$ cat config.mk
export PLATFORM = sky130hd
export DESIGN_NAME = ram_port_arb
export DESIGN_NICKNAME = d
export VERILOG_FILES = /design/src/rtl/ram_arb_pkg.sv /design/src/rtl/arb_rr2.sv /design/src/rtl/ram_port_arb.sv
export SDC_FILE = /design/constraint.sdc
export NUM_CORES = 1
export LEC_CHECK = 0
export CORE_AREA = 2 2 122 124
export CTS_CLUSTER_DIAMETER = 60
export DETAILED_ROUTE_END_ITERATION = 6
export DIE_AREA = 0 0 124 126
export GPL_ROUTABILITY_DRIVEN = 0
export SLEW_MARGIN = 20
export SYNTH_ARGS = -nofsm -noshare
export SYNTH_HDL_FRONTEND = slang
export SYNTH_SLANG_ARGS = --single-unit
$ cat constraint.sdc
create_clock -name clk_i -period 1.65 [get_ports clk_i]
set_clock_uncertainty 0.2 [all_clocks]
set_input_delay 0.2475 -clock clk_i [delete_from_list [all_inputs] [get_ports clk_i]]
set_output_delay 0.2475 -clock clk_i [all_outputs]
set_load 0.1 [all_outputs]
$ cat src/rtl/ram_arb_pkg.sv
// Shared types for the two-host RAM port arbiter.
// Host identifiers, request/response bundles and the word size of the RAM window.
package ram_arb_pkg;

    typedef enum logic {
        HOST0 = 1'b0,
        HOST1 = 1'b1
    } host_e;

    typedef struct packed {
        logic        we;
        logic [3:0]  be;
        logic [31:0] addr;
        logic [31:0] wdata;
    } req_t;

    typedef struct packed {
        logic        rvalid;
        logic        err;
        logic [31:0] rdata;
    } resp_t;

    localparam int unsigned WordBytes = 4;

endpackage

$ cat src/rtl/arb_rr2.sv
// Two-way request arbiter: fixed priority (h0 wins) by default, or round-robin
// when RAM_ARB_ROUND_ROBIN_EN is defined.
module arb_rr2
    import ram_arb_pkg::*;
(
`ifdef RAM_ARB_ROUND_ROBIN_EN
    input  logic       clk_i,
    input  logic       rst_ni,
`endif
    input  logic [1:0] req,
    output logic [1:0] gnt
);

`ifdef RAM_ARB_ROUND_ROBIN_EN
    host_e ptr_q;

    always_comb begin
        gnt = req;
        if (req == 2'b11) begin
            gnt = (ptr_q == HOST1) ? 2'b10 : 2'b01;
        end
    end

    // The pointer only advances on contention, so a lone requester never steals a turn.
    always_ff @(posedge clk_i or negedge rst_ni) begin
        if (!rst_ni) begin
            ptr_q <= HOST0;
        end else if (req == 2'b11) begin
            ptr_q <= (ptr_q == HOST0) ? HOST1 : HOST0;
        end
    end
`else
    always_comb begin
        gnt = 2'b00;
        if (req[0]) begin
            gnt = 2'b01;
        end else if (req[1]) begin
            gnt = 2'b10;
        end
    end
`endif

endmodule

$ cat src/rtl/ram_port_arb.sv
// Shares one single-cycle RAM port between two hosts with address window decode.
// Arbitration mode selected by RAM_ARB_ROUND_ROBIN_EN (undefined: h0 fixed priority).
module ram_port_arb
    import ram_arb_pkg::*;
#(
    parameter int unsigned Depth    = 128,
    parameter logic [31:0] BaseAddr = 32'h0000_0000
) (
    input  logic        clk_i,
    input  logic        rst_ni,

    input  logic        h0_req_i,
    input  logic        h0_we_i,
    input  logic [3:0]  h0_be_i,
    input  logic [31:0] h0_addr_i,
    input  logic [31:0] h0_wdata_i,
    output logic        h0_gnt_o,
    output logic        h0_rvalid_o,
    output logic [31:0] h0_rdata_o,
    output logic        h0_err_o,

    input  logic        h1_req_i,
    input  logic        h1_we_i,
    input  logic [3:0]  h1_be_i,
    input  logic [31:0] h1_addr_i,
    input  logic [31:0] h1_wdata_i,
    output logic        h1_gnt_o,
    output logic        h1_rvalid_o,
    output logic [31:0] h1_rdata_o,
    output logic        h1_err_o,

    output logic        ram_req_o,
    output logic        ram_we_o,
    output logic [3:0]  ram_be_o,
    output logic [31:0] ram_addr_o,
    output logic [31:0] ram_wdata_o,
    input  logic [31:0] ram_rdata_i,
    input  logic        ram_rvalid_i
);

    localparam logic [32:0] WinBytes = 33'(Depth) * 33'(WordBytes);

    req_t        h0_req, h1_req, sel_req;
    host_e       sel_host;
    logic [1:0]  arb_gnt, gnt;
    logic        any_gnt, in_range;
    logic [31:0] offset;

    logic        resp_valid_q, resp_err_q, resp_we_q;
    host_e       resp_owner_q;
    resp_t       resp;

    assign h0_req = '{we: h0_we_i, be: h0_be_i, addr: h0_addr_i, wdata: h0_wdata_i};
    assign h1_req = '{we: h1_we_i, be: h1_be_i, addr: h1_addr_i, wdata: h1_wdata_i};

    arb_rr2 u_arb (
`ifdef RAM_ARB_ROUND_ROBIN_EN
        .clk_i  (clk_i),
        .rst_ni (rst_ni),
`endif
        .req    ({h1_req_i, h0_req_i}),
        .gnt    (arb_gnt)
    );

    // Grants are forced low during reset so nothing escapes while the hosts still request.
    assign gnt      = arb_gnt & {2{rst_ni}};
    assign any_gnt  = |gnt;
    assign h0_gnt_o = gnt[0];
    assign h1_gnt_o = gnt[1];
    assign sel_host = gnt[1] ? HOST1 : HOST0;
    assign sel_req  = gnt[1] ? h1_req : h0_req;

    assign offset   = sel_req.addr - BaseAddr;
    assign in_range = (sel_req.addr >= BaseAddr) && ({1'b0, offset} < WinBytes);

    assign ram_req_o   = any_gnt & in_range;
    assign ram_we_o    = sel_req.we;
    assign ram_be_o    = sel_req.be;
    assign ram_addr_o  = offset;
    assign ram_wdata_o = sel_req.wdata;

    always_ff @(posedge clk_i or negedge rst_ni) begin
        if (!rst_ni) begin
            resp_valid_q <= 1'b0;
            resp_owner_q <= HOST0;
            resp_err_q   <= 1'b0;
            resp_we_q    <= 1'b0;
        end else begin
            resp_valid_q <= any_gnt;
            if (any_gnt) begin
                resp_owner_q <= sel_host;
                resp_err_q   <= ~in_range;
                resp_we_q    <= sel_req.we;
            end
        end
    end

    // Only in-range reads carry RAM data; errors and write acknowledges return zero.
    always_comb begin
        resp.rvalid = resp_valid_q;
        resp.err    = resp_valid_q & resp_err_q;
        resp.rdata  = 32'h0;
        if (resp_valid_q && !resp_err_q && !resp_we_q && ram_rvalid_i) begin
            resp.rdata = ram_rdata_i;
        end
    end

    assign h0_rvalid_o = resp.rvalid & (resp_owner_q == HOST0);
    assign h0_err_o    = resp.err    & (resp_owner_q == HOST0);
    assign h0_rdata_o  = (resp_owner_q == HOST0) ? resp.rdata : 32'h0;
    assign h1_rvalid_o = resp.rvalid & (resp_owner_q == HOST1);
    assign h1_err_o    = resp.err    & (resp_owner_q == HOST1);
    assign h1_rdata_o  = (resp_owner_q == HOST1) ? resp.rdata : 32'h0;

endmodule

# --- Word-level counts from Yosys, hierarchy flattened ---
# Index checks and enable logic that the tools add are counted.
word_totals:
  input_bits: 175
  wordCells: 29
  ff_bits: 4
  out_inout_bits: 140
op_classes:
  magnitude_cmp: 2
  muxes: 7
  n_bitwise: 9
  reduce_logical: 7
ops:
  columns: ["cell", "count"]
  rows:
  - ["32-bit 2-to-1 mux", 3]
  - ["69-bit 2-to-1 mux", 1]
  - ["32-bit by 1-bit >= comparator with 1-bit output (second input constant)", 1]
  - ["32-bit by 10-bit < comparator with 1-bit output (second input constant)", 1]
  - ["1-bit bitwise AND", 6]
  - ["1-bit logical AND", 4]
  - ["2-bit 2-to-1 mux", 2]
  - ["2-bit bitwise AND", 1]
  - ["1-bit zero test", 2]
  - ["1-bit NOT", 2]
  - ["2-bit OR reduction", 1]
  - ["1-bit 2-to-1 mux", 1]

# --- Depth between registers and ports, before layout ---
depth:
  depth_word: 7
  mapped_depth: 7
  depth_no_buf: 5

# --- Hierarchy ---
# Synthesis repeated with hierarchy kept, for this count alone.
unflattened:
  cells_unflattened: 189
  hier_area_um2: 1581.5
modules_own_cells:
  columns: ["mod", "seq_area_each_um2", "area_per_inst_um2", "cells_each", "n_inst"]
  rows:
  - ["ram_port_arb", 100.1, 1560.2, 187, 1]
  - ["arb_rr2", 0.0, 21.3, 2, 1]

# --- Worst setup path after synthesis ---
# No wires, ideal clock.
synth_path:
  path_kind: "reg-to-output"
  startpoint: "register resp_owner_q"
  endpoint: "output h0_err_o"
  required_time_ns: 1.202
  path_slack_ns: -1.487
  path_stages_with_launch: 3
  path_buffers: 0
  t_arrival_ns: 2.689
  cell_sequence: "dfrtp_1 -> nor2b_1 -> and2_1"
synth_via:
  elab_chain_len: 2
synth_lines:
  columns: ["item", "line_no", "source"]
  rows:
  - ["from (decl)", "ram_port_arb.sv:50", "host_e resp_owner_q;"]
  - ["from (signal assigned)", "ram_port_arb.sv:91", "resp_owner_q <= sel_host;"]
  - ["1-bit NOT", null, null]
  - ["1-bit bitwise AND", "ram_port_arb.sv:109", "assign h0_err_o = resp.err & (resp_owner_q == HOST0);"]
  - ["to (decl)", "ram_port_arb.sv:20", "output logic h0_err_o,"]
# No other way between the ends.

# --- Final worst setup path ---
layout_path:
  startpoint: "register resp_we_q"
  endpoint: "output h0_rdata_o[0]"
layout_via:
  elab_chain_len: 5
layout_lines:
  columns: ["item", "line_no", "source"]
  rows:
  - ["from (decl)", "ram_port_arb.sv:49", "logic resp_valid_q, resp_err_q, resp_we_q;"]
  - ["from (signal assigned)", "ram_port_arb.sv:93", "resp_we_q <= sel_req.we;"]
  - ["1-bit zero test", "ram_port_arb.sv:103", "if (resp_valid_q && !resp_err_q && !resp_we_q && ram_rvalid_i) begin"]
  - ["1-bit logical AND (2 in series)", "ram_port_arb.sv:103", null]
  - ["32-bit 2-to-1 mux", "ram_port_arb.sv:103", null]
  - ["32-bit 2-to-1 mux", "ram_port_arb.sv:110", "assign h0_rdata_o = (resp_owner_q == HOST0) ? resp.rdata : 32'h0;"]
  - ["to (decl)", "ram_port_arb.sv:19", "output logic [31:0] h0_rdata_o,"]
# No other way between the ends.

==> run summary <==
During placement, the flow inserted port buffers numbering 314. In the final routed layout, each cell accounts on average for 18.7 µm. The total detailed-routing wirelength came out at 16,500 µm.

The sequential-to-total area share from yosys stat is 0.0607. The maximum clock rate was 464 MHz; the number of setup violations in the final report was 137. The critical path class is reg -> out. In the post-synthesis netlist, the cell with the most instances is sky130_fd_sc_hd__nand2_1.

The total CTS buffers was 3; the total half-perimeter wirelength after legalization and detailed placement was 11,400 µm. The tools report the first-pass GRT wire length as 23,800 µm. 315 I/O pins were placed.

The run gives 0.0156 mm² as the die footprint. The total routing usage reported by global routing is 0.200, and the ratio of cells with drive above 1 in the final layout is 0.760. Number of global-route vias before repair: 4,333.

The logs give 0 for the final number of hold-violating endpoints and 883 for the final cell count without fillers. The die is 124 µm wide. The run gives 333 as the number of instances in the synthesized netlist. The largest total area in the synthesized netlist belongs to sky130_fd_sc_hd__nand2_1.

The level count of the clock H-tree was 1; the worst endpoint data arrival time was 1710 ps. The flip-flop cell with the highest count after synthesis was sky130_fd_sc_hd__dfrtp_1. For the worst-skew pair, the clock arrives at the later sink with an insertion delay of 220 ps. The category of the worst setup path launch point is a flip-flop. Setup repair after global routing could not meet its margin everywhere.

The logs give 0 for the number of design rule violations left after detail routing and 3.51 mW for the power consumption. The delay of the slowest cell on the worst path works out to 360 ps. Counting every sink on the clock net gives 4.

The top cell family by delay on the critical path is simple AND/OR/NAND/NOR gates. The max-slew violation total from the final report was 0; the standby leakage power was 4.17 nW. Walking the worst path, the cells encountered are nand3b_1, buf_4, nor3_4, buf_12, and2_2, buf_12. The post-synthesis to final-layout area growth came out at 458%.

The clock-pin slew on the worst setup and hold paths is 30 ps. The commonest cells after synthesis are sky130_fd_sc_hd__nand2_1, sky130_fd_sc_hd__and2_1, sky130_fd_sc_hd__nor4_1. The tightest min-delay check is of the in -> reg type. The number of storage elements in the synthesis netlist was 4. Entering global routing, the biggest net connects 33 pins. Yosys printed 0 warnings.

The power density over the cells was 381 mW/mm². Counting I/O delays and the setup requirement, the final critical path takes 2160 ps. The overall die height came out at 126 µm. The detailed-routing iteration count for the pre-antenna-repair pass came out at 4. The number of standard-cell rows in the floorplan is 44, and the violation count after the first detailed-route iteration is 75.

The least setup slack across all paths after layout is -507 ps, and the initial standard-cell utilization of the core is 0.115. The final worst-path cycle share works out to 1.31. The cell area that synthesis handed to floorplanning was 0.00165 mm².

IR analysis of the VDD net gives a maximum drop of 0.000233 V. Counting both buffers and inverters, the worst setup path holds a total of 3. The highest-delay cell along the critical path was sky130_fd_sc_hd__dfrtp_1. The area share of the leading cell type in the synthesized netlist is 0.473, and the remaining antenna violation count is 0. In the final design database the tool counted 876 nets. Dividing the detail-routed via count by the number of cells gives 4.27. The clock tree buffer depth came out at 2. The cell that appears most often on the critical path is sky130_fd_sc_hd__buf_12. 0 antenna diodes ended up in the layout. The routed layout has 3,773 vias. TritonCTS built the clock tree. The flow ran to the end, but the final reports show violations. The number of nets in the synthesized netlist is 508, and the global-route congestion overflow total is 0.

The tool flagged a number of max-cap violations equal to 0. Element type at the critical path end: an output port. For the headroom to the max-slew limit, the log shows 0.826. The synthesized design contains 0 enable-type register cells. The average instance area after synthesis is 4.96 µm², and the slew at the pin closest to its max-slew limit is 261 ps. Along the worst path, the maximum fanout reaches 32.

The area of the core region came out at 0.0143 mm². The proportion of register bits with asynchronous set or reset after synthesis was 1.00. STA puts the critical path data required time at 1200 ps.

The initial antenna violation count is 0. After synthesis, the cell types taking the most area are sky130_fd_sc_hd__nand2_1, sky130_fd_sc_hd__and2_1, sky130_fd_sc_hd__dfrtp_1. Clock tree synthesis selected as its root buffer the cell sky130_fd_sc_hd__clkbuf_16. After detailed placement, the design holds a cell count of 847. The final reports fail on negative setup slack.

The count of distinct cell types in the synthesized netlist came out at 24.
-- cells by family (layout without fill, tap and decap cells) --
kind of cell | count (synthesis) | after routing | share of synthesized area
AOI/OAI and AO/OA | 3 | 3 | 0.0144
buffers and inverters | 22 | 388 | 0.0773
DFF | 4 | 4 | 0.0607
muxes | 1 | 1 | 0.00682
and+or+nand+nor | 303 | 303 | 0.841
-- repair_timing --
item	in CTS	in global routing
pin swaps	110	93
endpoints found under the setup margin	140	139
buffers inserted	20	1
hold endpoints to repair	4	0
gates cloned	20	1
hold buffers	1	0
resized for setup	413	98
-- per-layer routing --
| metal | GRT usage | vias to the layer above | wire length, µm |
|---|---|---|---|
| met1 | 0.197 | 1785 | 5320 |
| met3 | 0.0494 | 21 | 1400 |
| met5 | 0 | - | 0 |
| met2 | 0.404 | 199 | 9450 |
| li1 | - | 1768 | - |
| met4 | 0.0529 | 0 | 318 |
-- through the flow --
| step | setup WS [ps] | area (µm²) | setup TNS, ps | hold slack, ps | util |
|---|---|---|---|---|---|
| CTS | -503 | 9050 | -43320 | 234 | 0.632 |
| floorplan | -326 | 2400 | -8440 | -248 | - |
| finish | -507 | 9200 | -40080 | 248 | 0.643 |
| global placement | -675 | 7390 | -69170 | 288 | 0.516 |
| global route | -589 | 9200 | -48090 | 288 | 0.643 |
| detailed placement | -620 | 7390 | -70230 | 296 | 0.516 |
-- area by class of cell --
type / instances / area, µm²
well taps: 184 / 230
clock buffers: 3 / 75.1
flip-flops and latches: 4 / 103
multi-input cells: 307 / 3300
repair buffers: 383 / 5450
fillers: 1036 / 5110
repair inverters: 1 / 16.3
inverters: 1 / 30.0
-- worst reg2reg max path: cells and delay by family (launching register included) --
kind | cells | cell delay, ps
DFF | 1 | 430
buffers and inverters | 1 | 160
and+or+nand+nor | 2 | 160
-- cell usage in the layout, fill, tap and decap left out, types with 2 or more instances in the layout --
master / n
sky130_fd_sc_hd__dfrtp_2: 2
sky130_fd_sc_hd__dlygate4sd2_1: 5
sky130_fd_sc_hd__and2_1: 2
sky130_fd_sc_hd__clkdlybuf4s50_1: 125
sky130_fd_sc_hd__clkdlybuf4s15_1: 5
sky130_fd_sc_hd__and2_4: 64
sky130_fd_sc_hd__buf_4: 26
sky130_fd_sc_hd__buf_12: 155
sky130_fd_sc_hd__buf_6: 16
sky130_fd_sc_hd__buf_8: 2
sky130_fd_sc_hd__dfrtp_1: 2
sky130_fd_sc_hd__nand2_8: 19
sky130_fd_sc_hd__nor2_1: 5
sky130_fd_sc_hd__clkbuf_2: 7
sky130_fd_sc_hd__nand2_2: 14
sky130_fd_sc_hd__buf_2: 22
sky130_fd_sc_hd__nand4_1: 2
sky130_fd_sc_hd__nand2_4: 160
sky130_fd_sc_hd__clkdlybuf4s15_2: 4
sky130_fd_sc_hd__clkbuf_16: 4
sky130_fd_sc_hd__nor4_2: 3
sky130_fd_sc_hd__nor4_4: 7
sky130_fd_sc_hd__nand2_1: 15
sky130_fd_sc_hd__buf_16: 13
sky130_fd_sc_hd__nand3b_1: 2
-- registers in the layout, summed over array words and instances, names as in the netlist --
register / count
resp_valid_q: 1
resp_err_q: 1
resp_we_q: 1
resp_owner_q: 1
-- path summary, 6_finish.rpt --
path / depth (start not counted) / slack [ps] / to / from
setup / recovery: 6 / -510 / h0_rdata_o[0] / resp_we_q$_DFFE_PN0N_
hold / removal: 4 / 250 / resp_owner_q$_DFFE_PN0N_ / h1_req_i
setup reg to reg: 3 / 590 / resp_err_q$_DFFE_PN0N_ / resp_err_q$_DFFE_PN0N_
hold reg to reg: 1 / 300 / resp_we_q$_DFFE_PN0N_ / resp_we_q$_DFFE_PN0N_
max in group asynchronous: 3 / 660 / resp_err_q$_DFFE_PN0N_ / rst_ni
min in group asynchronous: 3 / 380 / resp_valid_q$_DFF_PN0_ / rst_ni
-- power by group --
| part | internal [mW] | switching, mW | total (mW) |
|---|---|---|---|
| combinational | 1.26 | 1.75 | 3.02 |
| clock | 0.310 | 0.0695 | 0.379 |
| sequential | 0.108 | 0.00661 | 0.114 |
| total | 1.68 | 1.83 | 3.51 |
No activity file was read; power rests on OpenSTA's default activity.
